**src/rtl/alu_64bit_pkg.sv**
```systemverilog
`default_nettype none
// ------------------------------------------------------------------
// alu_pkg : shared width and opcode encoding for alu_64bit  (rev 1.0)
// ------------------------------------------------------------------
package alu_pkg;

  localparam int ALU_W = 64;

  typedef enum logic [1:0] {
    OP_NOR = 2'b00,
    OP_XOR = 2'b01,
    OP_ADD = 2'b10,
    OP_SUB = 2'b11
  } alu_op_e;

endpackage
`default_nettype wire

```
**src/rtl/alu_64bit_if.sv**
```systemverilog
`default_nettype none
// ------------------------------------------------------------------
// alu_64bit_if : operand/opcode bus and registered result  (rev 1.0)
// ------------------------------------------------------------------
interface alu_64bit_if;
  import alu_pkg::*;

  logic [ALU_W-1:0] a;
  logic [ALU_W-1:0] b;
  logic             cin;
  logic [1:0]       op;
  logic [ALU_W-1:0] s;
  logic             cout;

  modport master (output a, b, cin, op, input s, cout);
  modport slave  (input a, b, cin, op, output s, cout);

endinterface
`default_nettype wire

```
**src/rtl/alu_64bit_alu1bit.sv**
```systemverilog
`default_nettype none
// ------------------------------------------------------------------
// alu1bit : one-bit NOR / XOR / full-add / full-subtract slice  (rev 1.0)
// ------------------------------------------------------------------
module alu1bit
  import alu_pkg::*;
(
  input  wire logic       a,
  input  wire logic       b,
  input  wire logic       cin,
  input  wire logic [1:0] op,
  output logic            s,
  output logic            cout
);

  always_comb begin
    s    = 1'b0;
    cout = 1'b0;
    case (op)
      OP_NOR: s = ~(a | b);
      OP_XOR: s = a ^ b;
      OP_ADD: begin
        s    = a ^ b ^ cin;
        cout = (a & b) | ((a ^ b) & cin);
      end
      default: begin
        // cin acts as borrow-in; cout is borrow-out
        s    = a ^ b ^ cin;
        cout = (~a & b) | (~(a ^ b) & cin);
      end
    endcase
  end

endmodule
`default_nettype wire

```
**src/rtl/alu_64bit.sv**
```systemverilog
`default_nettype none
// ------------------------------------------------------------------
// alu_64bit : ripple-chain 64-bit ALU with registered result  (rev 1.0)
// ------------------------------------------------------------------
module alu_64bit
  import alu_pkg::*;
(
  input  wire logic   clk,
  input  wire logic   rst_n,
  alu_64bit_if.slave  bus
);

  logic [ALU_W:0]   carry;
  logic [ALU_W-1:0] sum;
  logic             is_arith;
  logic [ALU_W-1:0] s_reg;
  logic             cout_reg;

  assign carry[0] = bus.cin;

  for (genvar i = 0; i < ALU_W; i++) begin : g_slice
    alu1bit u_slice (
      .a    (bus.a[i]),
      .b    (bus.b[i]),
      .cin  (carry[i]),
      .op   (bus.op),
      .s    (sum[i]),
      .cout (carry[i+1])
    );
  end

  // Chain value is meaningless for logic ops, so the output is masked.
  assign is_arith = (bus.op == OP_ADD) || (bus.op == OP_SUB);

  always_ff @(posedge clk) begin
    if (!rst_n) begin
      s_reg    <= '0;
      cout_reg <= 1'b0;
    end else begin
      s_reg    <= sum;
      cout_reg <= carry[ALU_W] & is_arith;
    end
  end

  assign bus.s    = s_reg;
  assign bus.cout = cout_reg;

endmodule
`default_nettype wire

```
**src/flat_wrapper.sv**
```systemverilog
// flat-port wrapper written by rule: the top's interface ports become plain ports
module alu_64bit_flat import alu_pkg::*;
  (clk, rst_n, bus_a, bus_b, bus_cin, bus_op, bus_s, bus_cout);
  alu_64bit_if bus_i ();
  input  wire logic clk;
  input  wire logic rst_n;
  input wire logic [$bits(bus_i.a)-1:0] bus_a;
  input wire logic [$bits(bus_i.b)-1:0] bus_b;
  input wire logic [$bits(bus_i.cin)-1:0] bus_cin;
  input wire logic [$bits(bus_i.op)-1:0] bus_op;
  output wire logic [$bits(bus_i.s)-1:0] bus_s;
  output wire logic [$bits(bus_i.cout)-1:0] bus_cout;
  assign bus_i.a = bus_a;
  assign bus_i.b = bus_b;
  assign bus_i.cin = bus_cin;
  assign bus_i.op = bus_op;
  assign bus_s = bus_i.s;
  assign bus_cout = bus_i.cout;
  alu_64bit u_core (.clk(clk), .rst_n(rst_n), .bus(bus_i));
endmodule
```
**config.mk**
```make
export PLATFORM = sky130hd
export DESIGN_NAME = alu_64bit_flat
export DESIGN_NICKNAME = d
export VERILOG_FILES = /design/src/rtl/alu_64bit_pkg.sv /design/src/rtl/alu_64bit_if.sv /design/src/rtl/alu_64bit_alu1bit.sv /design/src/rtl/alu_64bit.sv /design/src/flat_wrapper.sv
export SDC_FILE = /design/constraint.sdc
export NUM_CORES = 1
export LEC_CHECK = 0
export BUFFER_PORTS_ARGS = -buffer_cell sky130_fd_sc_hd__clkbuf_2
export CAP_MARGIN = 5
export CORE_ASPECT_RATIO = 0.75
export CORE_UTILIZATION = 60
export CTS_CLUSTER_DIAMETER = 80
export CTS_CLUSTER_SIZE = 40
export DETAILED_ROUTE_END_ITERATION = 7
export GPL_TIMING_DRIVEN = 1
export PLACE_DENSITY = 0.95
export SYNTH_ARGS = -nofsm -noshare
export SYNTH_HDL_FRONTEND = slang
export SYNTH_SLANG_ARGS = --single-unit
export TNS_END_PERCENT = 30
```
**constraint.sdc**
```tcl
create_clock -name clk -period 145.1 [get_ports clk]
set_input_delay 43.53 -clock clk [delete_from_list [all_inputs] [get_ports clk]]
set_output_delay 43.53 -clock clk [all_outputs]
set_load 0.02 [all_outputs]
```
==> flow_metrics.env <==
export IMPL_cts_max_level=3
export IMPL_p_sw_uw=22.97
export IMPL_cts_buffers=9
export IMPL_synth_compound_area_frac=0.07931
export IMPL_syn_inst=749
export IMPL_muxShareOfSynthArea=0.1655
export IMPL_yosys_area_share_simple=0.09784
export IMPL_yosysSeqAreaShare=0.1592
export IMPL_area_growth_pct=16.52
export IMPL_min_path_type="in -> reg"
export IMPL_slew_violations=0
export IMPL_tritoncts="done"
export IMPL_die_area_um2=14090
export IMPL_final_layout_size_suffix_gt1_frac=0.2581
export IMPL_fillCellCount=910
export IMPL_fp_dieH_um=103.1
export IMPL_intPower_uw=45.31
export IMPL_worstPathArrival_ns=83.38
export IMPL_start_util=0.6213
export IMPL_drt_initial_drc_count=202
export IMPL_cp_start_kind="primary input"
export IMPL_portBuffers=197
export IMPL_fin_setup_tns_ns=0
export IMPL_chipWidth_um=136.8
export IMPL_yosys_area_share_adder=0.4116
export IMPL_syn_nets=1074
export IMPL_synth_avg_cell_area_um2=10.91
export IMPL_comb_power_share=0.357
export IMPL_yosysTopAreaCell="fa_1"
export IMPL_p_sw_frac=0.3364
export IMPL_viasPerCell=5.154
export IMPL_fmaxAchievable_mhz=12.03
export IMPL_grt_antenna_before_repair=0
export IMPL_post_cts_resized=0
export IMPL_end_kind="register"
export IMPL_p_leak_uw=0.005403
export IMPL_cts_root_buf="clkbuf_16"
export IMPL_fin_nets=1246
export IMPL_powerDensity_nw_per_um2=7.172
export IMPL_vias=5669
export IMPL_critPathKind="in -> reg"
export IMPL_cts_path_max_buffers=2
export IMPL_fin_crit_sh=0.5731
export IMPL_grt_use_total=0.2627
export IMPL_peakVddDrop_uv=6.950
export IMPL_wl_mm=17.39
export IMPL_ff_latch_area_um2=1301
export IMPL_drv_cap=0
export IMPL_max_slew_worst_pin_slew_ns=0.7704
export IMPL_place_congestion=0.7926
export IMPL_clk_pin_slew_ns=0.06
export IMPL_p_clk_frac=0.348
export IMPL_cts_sinks=65
export IMPL_yosysWarnings=0
export IMPL_rows=36
export IMPL_ctsHoldBuffers=0
export IMPL_ioPinCount=198
export IMPL_synth_top_family_by_area="adder cells"
export IMPL_hold_ws_ns=43.54
export IMPL_multi_input_area_um2=6163
export IMPL_synth_xor_area_frac=0
export IMPL_cts_setup_buffers=0
export IMPL_drcViolationCount=0
export IMPL_period_needed_ns=83.15
export IMPL_wl_per_cell_um=15.81
export IMPL_cpMaxStageDelayCell="fa_1"
export IMPL_status="finished clean"
export IMPL_ant_nets=0
export IMPL_netlist_area_um2=8172
export IMPL_placeableCoreArea_um2=13150
export IMPL_finalSetupViolCount=0
export IMPL_max_stage_delay_ns=0.42
export IMPL_yosysTopAreaCellShare=0.3136
export IMPL_synth_seq_cells=65
export IMPL_grt_max_degree=79
export IMPL_grt_pass1_vias=6181
export IMPL_first_pass_iters=4
export IMPL_seqPwrFrac=0.295
export IMPL_grt_pass1_wl_mm=28.33
export IMPL_yosys_cell_types_count=18
export IMPL_dp_hpwl_mm=13.34
export IMPL_final_hold_viol_count=0
export IMPL_path_common_cell="fa_1"
export IMPL_slew_headroom=0.4864
export IMPL_crit_fanout=50
export IMPL_grt_setup_unrepaired="false"
export IMPL_synthTopCellsByArea="fa_1 31%, dfxtp_1 16%, ha_1 9.8%, o211a_1 7.8%, mux2i_1 7.6%"
export IMPL_largest_register_ffs=64
export IMPL_gr_total_overflow=0
export IMPL_crit_required_ns=145.33
critical path: cells and delay by family:
kind	cells	cell delay [ns]
buffers and inverters	1	0.41
AOI/OAI and AO/OA	2	0.29
muxes	62	9.25
and+or+nand+nor	64	6.45
adders and majority gates	63	23.37
cell usage after synthesis:
| cell type | count |
|---|---|
| inv_1 | 129 |
| and3_1 | 1 |
| buf_4 | 2 |
| or2_2 | 1 |
| dfxtp_1 | 65 |
| mux2i_1 | 62 |
| buf_6 | 5 |
| nor2b_1 | 61 |
| nand2_1 | 3 |
| a21boi_0 | 1 |
| nand2b_1 | 63 |
| o211a_1 | 64 |
| buf_2 | 16 |
| clkbuf_1 | 19 |
| ha_1 | 64 |
| fa_1 | 128 |
| mux2_1 | 45 |
| mux2_2 | 20 |
routing by layer:
metal,track usage,part of all wire,vias up
met5,0,0,-
met4,0.08974,0.015,0
li1,-,-,2700
met1,0.2972,0.40,2780
met3,0.08899,0.078,26
met2,0.4666,0.51,163
layout by cell type, fill, tap and decap left out:
cell / Yosys / routed
o211a_1: 64 / 64
inv_1: 129 / 129
a21boi_0: 1 / 1
ha_1: 64 / 64
nand2b_1: 63 / 63
bufinv_16: 0 / 2
mux2_2: 20 / 20
mux2i_1: 62 / 62
fa_1: 128 / 128
dfxtp_1: 65 / 65
nand2_1: 3 / 3
clkinvlp_4: 0 / 1
or2_2: 1 / 1
buf_6: 5 / 1
nor2b_1: 61 / 61
clkbuf_2: 0 / 195
and3_1: 1 / 1
clkbuf_1: 19 / 1
buf_4: 2 / 7
diode_2: 0 / 3
clkbuf_16: 0 / 9
clkinv_2: 0 / 3
mux2_1: 45 / 45
per-stage QoR:
stage	total power [uW]	worst slack, ns	utilization	instance area (um2)	instances
detailed placement	44.84	61.75	0.6997	9203	1081
global placement	43.30	63.52	0.6997	9203	1081
finish	68.28	61.95	0.7239	9522	1100
CTS	69.06	61.65	0.7234	9514	1097
global route	73.05	59.09	0.7234	9514	1097
floorplan	36.31	65.40	-	8172	749
cells by family after synthesis:
| group | after synthesis |
|---|---|
| adder cells (fa/ha/maj) | 192 |
| buffers and inverters | 171 |
| AND/OR/NAND/NOR | 129 |
| multiplexers | 127 |
| AO/OA/AOI/OAI | 65 |
| flip-flops | 65 |
worst paths after layout:
check       from               end  slack (ns)  cells past startpoint
max    bus_op[0]  u_core.bus.s[63]       61.95                    192
min    bus_op[1]   u_core.bus.s[5]       43.54                      2
area by class of cell:
type,instances,area share
clock buffer,10,0.02405
inverter,129,0.05085
tap,171,0.02247
antenna,3,0.0007884
multi-input combinational,513,0.6473
timing repair buffer,203,0.1092
sequential,65,0.1367
clock inverter,6,0.008673
power groups by stage:
stage / sequential (uW) / clock, uW / combinational, uW
6_report: 20.2 / 23.8 / 24.4
5_1_grt: 20.3 / 25.0 / 27.7
4_1_cts: 20.2 / 24.2 / 24.7
3_5_place_dp: 20.5 / 0 / 24.3
3_3_place_gp: 20.5 / 0 / 22.8
2_1_floorplan: 22.8 / 0 / 13.5
No activity file was read; power rests on OpenSTA's default activity.
